File: config.mk
export PLATFORM = sky130hd
export DESIGN_NAME = border_link_aggregator
export DESIGN_NICKNAME = d
export VERILOG_FILES = /design/src/rtl/border_link_aggregator.sv
export SDC_FILE = /design/constraint.sdc
export NUM_CORES = 1
export LEC_CHECK = 0
export CAP_MARGIN = 30
export CORE_MARGIN = 4
export CORE_UTILIZATION = 55
export CTS_CLUSTER_DIAMETER = 120
export DETAILED_ROUTE_END_ITERATION = 7
export DONT_BUFFER_PORTS = 1
export GPL_TIMING_DRIVEN = 0
export MAX_ROUTING_LAYER = met4
export PLACE_DENSITY_LB_ADDON = 0.15
export SYNTH_ARGS = -nofsm -noshare
export SYNTH_HDL_FRONTEND = slang
export SYNTH_SLANG_ARGS = --single-unit
File: constraint.sdc
create_clock -name clk -period 6.2 [get_ports clk]
set_input_delay 1.24 -clock clk [delete_from_list [all_inputs] [get_ports clk]]
set_output_delay 1.24 -clock clk [all_outputs]
set_load 0.01 [all_outputs]
File: src/rtl/border_link_aggregator.sv
// Merges N_LINKS FWFT link FIFOs into one valid/ready stream of {link_index, message}
// using a round-robin grant and a two-entry (main + skid) registered output buffer.
module border_link_aggregator #(
    parameter int PER_DIMENSION_WIDTH = 4,
    parameter int N_LINKS             = 4,
    parameter int COUNT_WIDTH         = 16,
    localparam int ADDRESS_WIDTH      = 3 * PER_DIMENSION_WIDTH,
    localparam int MSG_WIDTH          = ADDRESS_WIDTH + 2,
    localparam int IDX_WIDTH          = $clog2(N_LINKS)
) (
    input  logic                           clk,
    input  logic                           reset,
    input  logic                           initialize,
    input  logic [N_LINKS*MSG_WIDTH-1:0]   in_data,
    input  logic [N_LINKS-1:0]             in_valid,
    output logic [N_LINKS-1:0]             in_ready,
    output logic [IDX_WIDTH+MSG_WIDTH-1:0] out_data,
    output logic                           out_valid,
    input  logic                           out_ready,
    output logic                           busy,
    output logic [COUNT_WIDTH-1:0]         msg_count
);

    localparam int OUT_WIDTH = IDX_WIDTH + MSG_WIDTH;

    logic [1:0]             count_q, count_d;
    logic [OUT_WIDTH-1:0]   main_q, main_d;
    logic [OUT_WIDTH-1:0]   skid_q, skid_d;
    logic [IDX_WIDTH-1:0]   ptr_q, ptr_d;
    logic [COUNT_WIDTH-1:0] msg_count_q, msg_count_d;
    logic                   out_valid_q, out_valid_d;

    logic                   flush_s;
    logic                   pop_s;
    logic                   can_grant_s;
    logic                   grant_valid_s;
    logic [IDX_WIDTH-1:0]   grant_idx_s;
    logic [IDX_WIDTH-1:0]   cand_idx_s;
    logic [N_LINKS-1:0]     in_ready_s;
    logic [OUT_WIDTH-1:0]   push_data_s;
    logic [1:0]             after_pop_s;

    assign flush_s     = reset | initialize;
    assign pop_s       = (count_q != 2'd0) & out_ready;
    assign can_grant_s = ~flush_s & ((count_q != 2'd2) | pop_s);

    // Round-robin search starting at the pointer; first valid link wins.
    always_comb begin
        grant_valid_s = 1'b0;
        grant_idx_s   = '0;
        cand_idx_s    = '0;
        in_ready_s    = '0;
        for (int k = 0; k < N_LINKS; k++) begin
            cand_idx_s = IDX_WIDTH'((int'(ptr_q) + k) % N_LINKS);
            if (can_grant_s && !grant_valid_s && in_valid[cand_idx_s]) begin
                grant_valid_s = 1'b1;
                grant_idx_s   = cand_idx_s;
            end else begin
                grant_valid_s = grant_valid_s;
            end
        end
        if (grant_valid_s) begin
            in_ready_s[grant_idx_s] = 1'b1;
        end else begin
            in_ready_s = '0;
        end
    end

    assign push_data_s = {grant_idx_s, in_data[grant_idx_s*MSG_WIDTH +: MSG_WIDTH]};
    assign after_pop_s = count_q - {1'b0, pop_s};

    // Buffer, pointer and counter next state; a push lands in the first entry free after the pop.
    always_comb begin
        count_d     = count_q;
        main_d      = main_q;
        skid_d      = skid_q;
        ptr_d       = ptr_q;
        msg_count_d = msg_count_q;
        if (flush_s) begin
            count_d     = 2'd0;
            main_d      = '0;
            skid_d      = '0;
            ptr_d       = '0;
            msg_count_d = '0;
        end else begin
            if (pop_s) begin
                main_d = skid_q;
            end else begin
                main_d = main_q;
            end
            if (grant_valid_s) begin
                if (after_pop_s == 2'd0) begin
                    main_d = push_data_s;
                end else begin
                    skid_d = push_data_s;
                end
                if (grant_idx_s == IDX_WIDTH'(N_LINKS - 1)) begin
                    ptr_d = '0;
                end else begin
                    ptr_d = grant_idx_s + 1'b1;
                end
                if (msg_count_q != {COUNT_WIDTH{1'b1}}) begin
                    msg_count_d = msg_count_q + {{(COUNT_WIDTH-1){1'b0}}, 1'b1};
                end else begin
                    msg_count_d = msg_count_q;
                end
            end else begin
                ptr_d = ptr_q;
            end
            count_d = after_pop_s + {1'b0, grant_valid_s};
        end
        out_valid_d = (count_d != 2'd0);
    end

    // State registers.
    always_ff @(posedge clk) begin
        if (reset) begin
            count_q     <= 2'd0;
            main_q      <= '0;
            skid_q      <= '0;
            ptr_q       <= '0;
            msg_count_q <= '0;
            out_valid_q <= 1'b0;
        end else begin
            count_q     <= count_d;
            main_q      <= main_d;
            skid_q      <= skid_d;
            ptr_q       <= ptr_d;
            msg_count_q <= msg_count_d;
            out_valid_q <= out_valid_d;
        end
    end

    assign in_ready  = in_ready_s;
    assign out_data  = main_q;
    assign out_valid = out_valid_q;
    assign busy      = (|in_valid) | (count_q != 2'd0);
    assign msg_count = msg_count_q;

    border_link_aggregator_chk #(.N_LINKS(N_LINKS)) u_chk (
        .clk      (clk),
        .reset    (reset),
        .in_valid (in_valid),
        .in_ready (in_ready_s)
    );

endmodule

// Pop strobes must be one-hot-or-zero and only toward links that hold data.
module border_link_aggregator_chk #(
    parameter int N_LINKS = 4
) (
    input logic               clk,
    input logic               reset,
    input logic [N_LINKS-1:0] in_valid,
    input logic [N_LINKS-1:0] in_ready
);

    a_ready_needs_valid: assert property (@(posedge clk) disable iff (reset)
        ((in_ready & ~in_valid) == '0));

    a_ready_onehot0: assert property (@(posedge clk) disable iff (reset)
        $onehot0(in_ready));

endmodule

==> results.toml, run 1 <==
[power_and_ir_drop]
cellPowerDensity_mw_per_mm2 = 220
power.switching_mw = 0.198
fraction_of_power_spent_switching_nets_pct = 26.9
worst_ir_drop_vdd_mv = 0.0969
power_leakage_nw = 1.34
combPwrFrac_pct = 17.4
power.sequential.fraction_pct = 50.0
internal_portion_of_total_power_mw = 0.539
power_frac_clock_pct = 32.7

[floorplanning]
design.die.area_mm2 = 0.00699
fp.dieW_um = 83.6
core_region_area_mm2 = 0.00554
effective_utilization_at_floorplan_pct = 56.7
fp-row-count = 27
chipHeight_um = 83.6
top_level_ports = 102

[clock_network]
cts_tree = "done"
clock_latency_ns = 0.30
cts.repair_timing.setup_buffer_count = 0
cts-root-buf = "clkbuf_8"
cts_resized = 0
cts_htree_levels = 2
tritoncts.num_buffers = 5
worst_setup_hold_path_clk_slew_ns = 0.09
post_cts_hold_buffer_count = 0
clock_sink_count = 53
cts-root-to-sink-buffers = 2

[sta]
grt_setup_unrepaired = "no"
hold_viol = 0
timing.final.crit_share_pct = 70.9
skew_ns = 0.0119
min_period_ns = 4.40
max_freq_mhz = 227
setup_viol_count_final = 0
worstMarginPinSlew_ns = 0.923
finalMaxSlewViolations = 0
fin_tns_setup_ns = 0
slew_headroom_pct = 38.0

[placement]
post-dp-hpwl_um = 6430
dpl.cell_count = 433
total_placed_instance_area_mm2 = 0.00323
globalplace.congestion = 0.834
port-buffer-count = 0

[route]
drt-pass1-iter-count = 4
post_route_met1_wirelength_um = 3860
first_iter_violations = 204
detail_route.drc_violations = 0
met2RoutedLength_um = 3990
route.vias.total = 2803
detail_route_met3_wl_um = 762
avgRoutedWirePerCell_um = 19.7
route.antenna.remaining_nets = 0
vias_per_cell = 6.36
dr.max_layer_used = "met4"
wirelength_um = 8710

[finish]
design.final.nets = 439
n_fill_cell = 512
area.growth.synth_to_final_pct = 6.57
multi_input_area_mm2 = 0.00192
post-route-cell-area_mm2 = 0.00335
antenna-diode-count = 0
drive_above_1_share_pct = 16.5
instances_no_fill = 441
sequential_cell_area_mm2 = 0.00106

[critical_path]
critPathRequiredTime_ns = 4.96
critPathSlowestCell = "nor2_1"
crit_path_frequent_cell = "nor2_1"
worstPathArrival_ns = 3.16
timing.critical_path.to_type = "primary output"
cp_cell_sequence = "nor2_1, or2b_1, clkbuf_1, nor2_1, inv_1, ha_1, and2_1"
max_stage_delay_ns = 0.41
critical_setup_path_class = "input pin to primary output"
startpoint_type = "input pin"
cp_max_fo = 10

[yosys]
number_of_different_library_cells_in_the_post_synthesis_netlist = 51
syn_nets = 432
netlist_area_mm2 = 0.00314
postSynth.asyncResetShare_pct = 0
ys.flop_type = "dfxtp_1"
synth-seq-cells = 53
synthCells = 361
synth_enable_flop_cells = 0
syn_area_per_cell_um2 = 8.71
yosysWarningCount = 0
yosysSeqAreaShare_pct = 33.8

[min_path]
timing.hold.worst.class = "register to register"

[status]
outcome = "finished, final reports clean"

[grt]
grt_pass1_vias = 2797
gr-total-overflow = 0
largest_net_degree_at_the_start_of_global_routing = 16
antenna_found_initial = 0
global_route.usage.total_pct = 25.0
wire_length_of_the_first_global_routing_pass_um = 13900

[job]
max_cap_viol_count = 0
-- final cells by class --
| type | count | share of cell area [%] |
|---|---|---|
| plain buffers | 26 | 4.15 |
| clock buffers | 7 | 2.58 |
| clock inverters | 1 | 0.897 |
| inverters | 7 | 0.784 |
| multi-input cells | 275 | 57.2 |
| flip-flops and latches | 53 | 31.7 |
| well taps | 72 | 2.69 |
-- cell usage in the layout, fill, tap and decap left out, types with 2 or more instances in the layout --
cell,count
a211oi_1,2
a21oi_1,15
a22o_1,14
a22oi_1,4
a22oi_2,10
and2_1,19
and3_1,18
and4_1,2
buf_2,15
buf_4,2
buf_6,2
clkbuf_1,8
clkbuf_8,6
dfxtp_1,53
ha_1,7
inv_1,7
mux2_2,14
mux2i_1,5
nand2_1,20
nand2b_1,2
nand3_1,37
nand4_1,6
nor2_1,27
nor2b_1,2
o21ai_0,15
o21ai_1,3
o221ai_1,14
or2_1,3
xnor2_1,2
xor2_1,12
-- per-layer routing --
| metal | global-route usage (%) | vias up |
|---|---|---|
| met2 | 38.0 | 124 |
| met4 | 7.89 | 0 |
| met5 | - | - |
| met3 | 6.32 | 9 |
| li1 | - | 1340 |
| met1 | 32.5 | 1330 |
-- power by group through the flow --
stage / Sequential (mW) / Combinational, mW / Clock (mW)
after CTS: 0.369 / 0.126 / 0.248
after global routing: 0.370 / 0.139 / 0.264
after floorplan: 0.373 / 0.0989 / 0
after detailed placement: 0.377 / 0.126 / 0
after global placement: 0.376 / 0.124 / 0
final: 0.368 / 0.128 / 0.241
-- registers in the layout (all words and copies together), names as in the netlist --
signal / count
skid_q: 16
ptr_q: 2
msg_count: 16
count_q: 2
out_data: 16
out_valid: 1
-- logic make-up after synthesis --
kind of cell / after synthesis / share of synthesized area, %
adders and majority gates: 7 / 2.79
and+or+nand+nor: 145 / 25.1
AOI/OAI and AO/OA: 90 / 22.6
DFF: 53 / 33.8
buffers and inverters: 33 / 5.25
muxes: 19 / 6.61
xor gates and xnor gates: 14 / 3.90
-- cell usage after synthesis (all sizes together) (2+ instances only) --
cell,n,area share (%)
a211oi,2,0.48
a21boi,2,0.60
a21oi,15,2.4
a22o,14,3.9
a22oi,14,4.9
and2,19,3.8
and3,18,3.6
and4,2,0.56
buf,19,3.6
clkbuf,7,0.84
dfxtp,53,34
ha,7,2.8
inv,7,0.84
mux2,14,5.0
mux2i,5,1.6
nand2,20,2.4
nand2b,2,0.40
nand3,38,6.2
nand4,6,1.2
nor2,27,3.2
nor2b,2,0.40
nor4,2,0.60
o21ai,18,2.9
o221ai,14,3.9
or2,4,0.88
xnor2,2,0.56
xor2,12,3.3
-- path summary, 6_finish.rpt --
kind | from | endpoint | slack (ns) | cells after the start
max | initialize | in_ready[0] | 1.80 | 7
min | skid_q[3] | skid_q[3] | 0.47 | 2
max reg2reg | count_q[0] | skid_q[9] | 2.91 | 10
min reg2reg | skid_q[3] | skid_q[3] | 0.47 | 2
-- metrics by stage --
| stage | utilization [%] | hold slack (ns) | setup WS, ns | power (mW) |
|---|---|---|---|---|
| after floorplan | - | 0.429 | 2.34 | 0.472 |
| after global placement | 58.4 | 0.447 | 1.81 | 0.500 |
| after detailed placement | 58.4 | 0.447 | 1.79 | 0.502 |
| after CTS | 60.5 | 0.473 | 1.79 | 0.743 |
| after global routing | 60.5 | 0.489 | 1.61 | 0.773 |
| final | 60.5 | 0.473 | 1.80 | 0.737 |
-- critical path: cells and delay by family --
kind | cells | cell delay (ns)
and+or+nand+nor | 4 | 1.27
adders and majority gates | 1 | 0.22
buffers and inverters | 2 | 0.43
Note: power is estimated with default switching activity, not from simulation.
==> run 2, diff against run 1 <==
==> constraint.sdc (replaced) <==
create_clock -name clk -period 3.7 [get_ports clk]
set_input_delay 0.74 -clock clk [delete_from_list [all_inputs] [get_ports clk]]
set_output_delay 0.74 -clock clk [all_outputs]
set_load 0.01 [all_outputs]
==> results of run 2 <==
The final DEF is identical to that of run 1. Status: finished, final reports clean.
Among the figures that moved: setup slack after placement 1.79 ns -> 0.288 ns; setup slack after layout 1.80 ns -> 0.303 ns; register-to-register setup slack 2.91 ns -> 0.41 ns; total power 0.737 mW -> 1.24 mW; worst IR drop on VDD 0.0969 mV -> 0.162 mV
==> run 3, diff against run 2 <==
==> constraint.sdc (replaced) <==
create_clock -name clk -period 3.7 [get_ports clk]
set_input_delay 0.37 -clock clk [delete_from_list [all_inputs] [get_ports clk]]
set_output_delay 0.37 -clock clk [all_outputs]
set_load 0.01 [all_outputs]
==> results of run 3 <==
The final DEF is identical to that of run 1. Status: finished, final reports clean.
Among the figures that moved: setup slack after placement 1.79 ns -> 0.524 ns; setup slack after layout 1.80 ns -> 0.411 ns; hold slack 0.473 ns -> 0.231 ns; start point of the critical path initialize -> count_q[0]; end point of the critical path in_ready[0] -> skid_q[9]; register-to-register setup slack 2.91 ns -> 0.41 ns; end point of the worst hold path skid_q[3] -> msg_count[13]; total power 0.737 mW -> 1.24 mW; worst IR drop on VDD 0.0969 mV -> 0.162 mV
